<file path="config.mk">
export PLATFORM = sky130hd
export DESIGN_NAME = mem_arbiter
export DESIGN_NICKNAME = d
export VERILOG_FILES = /design/src/rtl/mem_pkg.sv /design/src/rtl/rr_arbiter2.sv /design/src/rtl/mem_arbiter.sv
export SDC_FILE = /design/constraint.sdc
export NUM_CORES = 1
export LEC_CHECK = 0
export CAP_MARGIN = 20
export CORE_AREA = 2 2 216 218
export DETAILED_ROUTE_END_ITERATION = 7
export DIE_AREA = 0 0 218 220
export HOLD_SLACK_MARGIN = 0.15
export SLEW_MARGIN = 30
export SYNTH_ARGS = -nofsm -noshare
export SYNTH_HDL_FRONTEND = slang
export SYNTH_SLANG_ARGS = --single-unit
</file>
<file path="constraint.sdc">
create_clock -name Clk -period 3.6 [get_ports Clk]
set_input_delay 0.72 -clock Clk [delete_from_list [all_inputs] [get_ports Clk]]
set_output_delay 0.72 -clock Clk [all_outputs]
set_load 0.005 [all_outputs]
</file>
<file path="src/rtl/mem_pkg.sv">
// mem_pkg: shared FSM encoding and default sizing for the memory arbiter
package mem_pkg;
    typedef enum logic [1:0] {IDLE, ISSUE, WAIT, DONE} state_t;
    localparam int BLOCK_SIZE_DEF = 4;
    localparam logic [5:0] TIMEOUT_DEF = 6'd63;
endpackage

</file>
<file path="src/rtl/rr_arbiter2.sv">
// rr_arbiter2: two-requester round-robin grant with a last-grant register
module rr_arbiter2 (
    input  logic Clk,
    input  logic Rst,
    input  logic req_i,
    input  logic req_d,
    input  logic take,
    output logic gnt_d
);
    logic last_d;
    // on a tie the requester that did not win last time gets the grant
    always_comb gnt_d = (req_i && req_d) ? !last_d : req_d;
    // remember the winner of every grant that is actually taken
    always_ff @(posedge Clk or posedge Rst)
        if (Rst) last_d <= 1'b1;
        else if (take && (req_i || req_d)) last_d <= gnt_d;
endmodule

</file>
<file path="src/rtl/mem_arbiter.sv">
// mem_arbiter: shares one data memory port between instruction and data caches
module mem_arbiter
    import mem_pkg::*;
#(
    parameter int BLOCK_SIZE = BLOCK_SIZE_DEF,
    parameter logic [5:0] TIMEOUT = TIMEOUT_DEF
) (
    input  logic Clk,
    input  logic Rst,
    input  logic I_ReadMiss,
    input  logic [31:0] I_Address,
    output logic I_ReadReady,
    output logic [32*BLOCK_SIZE-1:0] I_Read_data,
    input  logic D_ReadMiss,
    input  logic D_WriteThrough,
    input  logic [31:0] D_Address,
    input  logic [31:0] D_Write_data,
    output logic D_ReadReady,
    output logic D_WriteReady,
    output logic [32*BLOCK_SIZE-1:0] D_Read_data,
    output logic [31:0] M_Address,
    output logic [31:0] M_Write_data,
    output logic M_ReadMiss,
    output logic M_MemWriteThrough,
    input  logic [32*BLOCK_SIZE-1:0] M_Read_data,
    input  logic M_ReadReady,
    input  logic M_WriteReady,
    output logic Busy,
    output logic Timeout
);
    state_t state, state_nx;
    logic owner_d, rd_q, wr_q, gnt_d, hit, any_req, to_q, expire;
    logic [5:0] cnt;
    logic [31:0] addr_q, wdata_q;

    assign any_req = I_ReadMiss || D_ReadMiss || D_WriteThrough;
    assign I_Read_data = M_Read_data;
    assign D_Read_data = M_Read_data;
    assign M_Address = addr_q;
    assign M_Write_data = wdata_q;
    assign Timeout = to_q;

    rr_arbiter2 u_rr (
        .Clk(Clk),
        .Rst(Rst),
        .req_i(I_ReadMiss),
        .req_d(D_ReadMiss || D_WriteThrough),
        .take(state == IDLE),
        .gnt_d(gnt_d)
    );

    // next state, one-cycle memory command in ISSUE, owner-only ready in WAIT
    always_comb begin
        hit = (state == WAIT) && (rd_q ? M_ReadReady : M_WriteReady);
        expire = (state == WAIT) && !hit && (cnt + 6'd1 == TIMEOUT);
        state_nx = state;
        case (state)
            IDLE:    state_nx = any_req ? ISSUE : IDLE;
            ISSUE:   state_nx = WAIT;
            WAIT:    state_nx = (hit || expire) ? DONE : WAIT;
            default: state_nx = IDLE;
        endcase
        M_ReadMiss = (state == ISSUE) && rd_q;
        M_MemWriteThrough = (state == ISSUE) && wr_q;
        I_ReadReady = hit && !owner_d;
        D_ReadReady = hit && owner_d && rd_q;
        D_WriteReady = hit && owner_d && !rd_q;
        Busy = state != IDLE;
    end

    // state, latched transaction, wait counter and sticky abort flag
    always_ff @(posedge Clk or posedge Rst) begin
        if (Rst) begin
            state <= IDLE;
            owner_d <= 1'b0;
            rd_q <= 1'b0;
            wr_q <= 1'b0;
            addr_q <= '0;
            wdata_q <= '0;
            cnt <= '0;
            to_q <= 1'b0;
        end else begin
            state <= state_nx;
            if (state == IDLE && any_req) begin
                owner_d <= gnt_d;
                addr_q <= gnt_d ? D_Address : I_Address;
                wdata_q <= gnt_d ? D_Write_data : '0;
                rd_q <= gnt_d ? D_ReadMiss : 1'b1;
                wr_q <= gnt_d && D_WriteThrough;
            end
            cnt <= (state == WAIT) ? cnt + 6'd1 : '0;
            if (expire) to_q <= 1'b1;
        end
    end
endmodule

</file>
==> summary.md <==
| Metric | Value |
|---|---|
| Outcome | finished, final reports clean |
| Initial detailed-routing violation count | 102 |
| Setup crit start | M_ReadReady |
| Layout cell share with drive strength beyond 1 | 0.0647 |
| Worst-Skew Late Latency | between 0.3 and 0.4 ns |
| Most numerous cell in the Yosys netlist | buf_4 |
| GRT Total Usage | 0.0614 |
| WP data required | between 2 and 3 ns |
| Leak pwr | 2.38 nW |
| Antenna Diode Count | 0 |
| Initial Util | 0.112 |
| Rows | 79 |
| Die X | approximately 220 um |
| First-pass GRT wire length | 20200 um |
| Synth Instances | between 500 and 600 |
| Final #Nets | 680 |
| Period utilisation layout | 0.804 |
| Number of synthesized flops with an enable pin | 0 |
| #FFs+latches synth | 77 |
| Sum Neg Setup Slack | 0 ns |
| RSZ-0062 raised after global routing | no |
| Setup slack at placement | 0.686 ns |
| Routed WL per cell | 14.0 um |
| Post-synthesis cell area | between 5000 and 6000 sq um |
| GRT overflow | 0 |
| CP max FO | 3 |
| Postcts setup bufs | 0 |
| Worst setup margin | 0.705 ns |
| Synth Flop Type | dfrtp_1 |
| Max-slew violations | 0 |
| Worst setup EP type | output port |
| Max Clock Skew | between 0.009 and 0.01 ns |
| Crit-path cells | clkdlybuf4s50_1 -> mux2_4 -> nand2_1 -> nor3b_1 -> clkdlybuf4s50_1 |
| Register-to-Register Path Depth | 5 |
| Final GP Congestion | 0.682 |
| Post-CTS sizing | 0 |
| # port buffers | 173 |
| Layout area overhead | 16.4% |
| # clock sinks | slightly below 80 |
| Worst path most repeated cell | clkdlybuf4s50_1 |
| DRT Pass-1 Iters | 4 |
| Synth area leader | buf_4 |
| Hold depth | 2 |
| # hold bufs at CTS | 0 |
| Final hold vios | 0 |
| Max Cap Viol | 0 |
| DR vias/cell | 2.81 |
| Initial antenna violation count | 0 |
| Num CTS Buffers | 9 |
| Cell family with most CP delay | buffers and inverters |
| Synth Area per Inst | just under 10 sq um |
| Fill count | 5259 |
| Htree depth | 3 |
| Worst hold path class | reg2reg |
| Mapped Nets | 763 |
| Die area | 48000 sq um |
| Hold path startpoint | M_Address[3] |
| Worst-Margin Slew | between 0.7 and 0.8 ns |
| Number of global-route vias before repair | 3044 |
| Worst setup path class | in2out |
| R2R Setup Slk | 1.81 ns |
| Min Tclk post-route | 2.89 ns |
| Maximum clock frequency | 0.345 GHz |
| Detail Route Antenna Nets | 0 |
| Top-area cell type share of the netlist area | 0.374 |
| R2R Path Start | state[0] |
| CTS root buffer | clkbuf_16 |
| Clock slew at reported path FFs | around 0.06 ns |
| Core area | 45900 sq um |
| DR vias | 2965 |
| Synth area leaders | buf_4, dfrtp_1, mux2i_1 |
| Share of synthesized registers carrying an async set or reset | 1.00 |
| CP arrival | 2.17 ns |
| Critical path buffers and inverters | 2 |
| IR drop worst, VDD | 0.252 mV |
| Startpoint types | input port |
| Util after Layout | 0.131 |
| Synth warnings | 0 |
| Final wirelength | between 10000 and 15000 um |
| Cell Pwr Density | around 680 nW/um^2 |
| Commonest cells post-synth | buf_4, dfrtp_1, nand2_1 |
| CTS tree | yes |
| Distinct cells, synth | 31 |
| Reg-to-Reg End | M_Address[24] |
| Bufs on Longest Clock Path | 2 |
| DR DRC count | 0 |
| Hold Path Sink | M_Address[3] |
| CP peak stage delay | around 0.53 ns |
| Max-slew headroom | 0.488 |
| # IOs | 558 |
| HPWL after DPL | 11300 um |
| # setup viols final | 0 |
| Slowest CP cell | clkdlybuf4s50_1 |
| Die Y | 220 um |
| Largest net degree at the start of global routing | 78 |
| Seq/Total Area, Yosys | 0.375 |
stage by stage:
stage                     hold slack (ns)  std cells  total power [mW]  area (sq um)
after CTS                           0.484       1055              4.23          5990
after global routing                0.502       1055              4.42          5990
after global placement              0.462       1039              3.25          5720
after floorplan                     0.451        526              2.44          5140
final                               0.477       1055              4.09          5990
after detailed placement            0.470       1039              3.28          5720
kinds of logic after synthesis:
logic type | count (synthesis) | share of synthesized area
multiplexers | 33 | 0.0652
buffers and inverters | 280 | 0.394
AND/OR/NAND/NOR | 54 | 0.0484
AO/OA/AOI/OAI | 73 | 0.0980
XOR/XNOR | 3 | 0.00511
adder cells (fa/ha/maj) | 6 | 0.0146
flip-flops | 77 | 0.375
how the worst max path moves through the flow:
stage | slack [ns] | cells past startpoint | endpoint
2_1_floorplan | 0.91 | 1 | M_Address[0]
3_3_place_gp | 0.73 | 5 | D_WriteReady
3_5_place_dp | 0.69 | 5 | D_WriteReady
4_1_cts | 0.69 | 5 | D_WriteReady
5_1_grt | 0.63 | 5 | D_WriteReady
6_report | 0.71 | 5 | D_WriteReady
report_power, final:
| group | switching (mW) | leakage [nW] | internal (mW) | total (mW) |
|---|---|---|---|---|
| registers | 0.209 | 0.969 | 1.24 | 1.45 |
| logic | 0.728 | 1.28 | 1.04 | 1.77 |
| clock network | 0.408 | 0.130 | 0.469 | 0.876 |
cells in the final DEF (no fill, tap or decap), drive strengths merged:
master	netlist	routed
a21boi	1	1
a21o	2	2
a21oi	1	1
a22o	33	33
a31oi	1	1
and2	2	2
and2b	1	1
and4	1	1
buf	269	6
clkbuf	4	11
clkdlybuf4s50	0	173
clkinv	0	3
clkinvlp	0	1
dfrtp	76	76
dfstp	1	1
ha	6	6
inv	7	8
mux2	1	1
mux2i	32	32
nand2	37	37
nand3	2	2
nor2	3	3
nor2b	4	4
nor3b	1	1
o21ai	34	34
o31ai	1	1
or2b	1	1
or3	1	1
or4b	1	1
xor2	3	3
layout make-up:
| cell class | instances | area, sq um | area share |
|---|---|---|---|
| Clock buffer | 11 | 233 | 0.0389 |
| Inverter | 7 | 28.8 | 0.00481 |
| Clock inverter | 5 | 35.0 | 0.00585 |
| Sequential cell | 77 | 1930 | 0.322 |
| Timing Repair Buffer | 179 | 1790 | 0.299 |
| Multi-Input combinational cell | 169 | 1210 | 0.203 |
| Tap cell | 607 | 759 | 0.127 |
flip-flops by register name, indices dropped and copies added, names as in the netlist:
signal,cells
u_rr.last_d,1
Timeout,1
M_Address,32
wr_q,1
cnt,6
rd_q,1
M_Write_data,32
owner_d,1
state,2
worst reg2reg max path, cell delays in order (launching register included):
cell and delay (ns):
dfrtp_1 0.37, inv_1 0.07, ha_1 0.24, o31ai_4 0.07
buf_4 0.62, o21ai_0 0.27
metal layers:
layer / track usage / up-vias / part of all wire
li1: - / 1301 / -
met1: 0.0497 / 1277 / 0.30
met2: 0.0903 / 255 / 0.45
met3: 0.0407 / 132 / 0.14
met4: 0.0776 / 0 / 0.11
met5: 0.00313 / - / 0
Power figures use the tool's default switching activity.
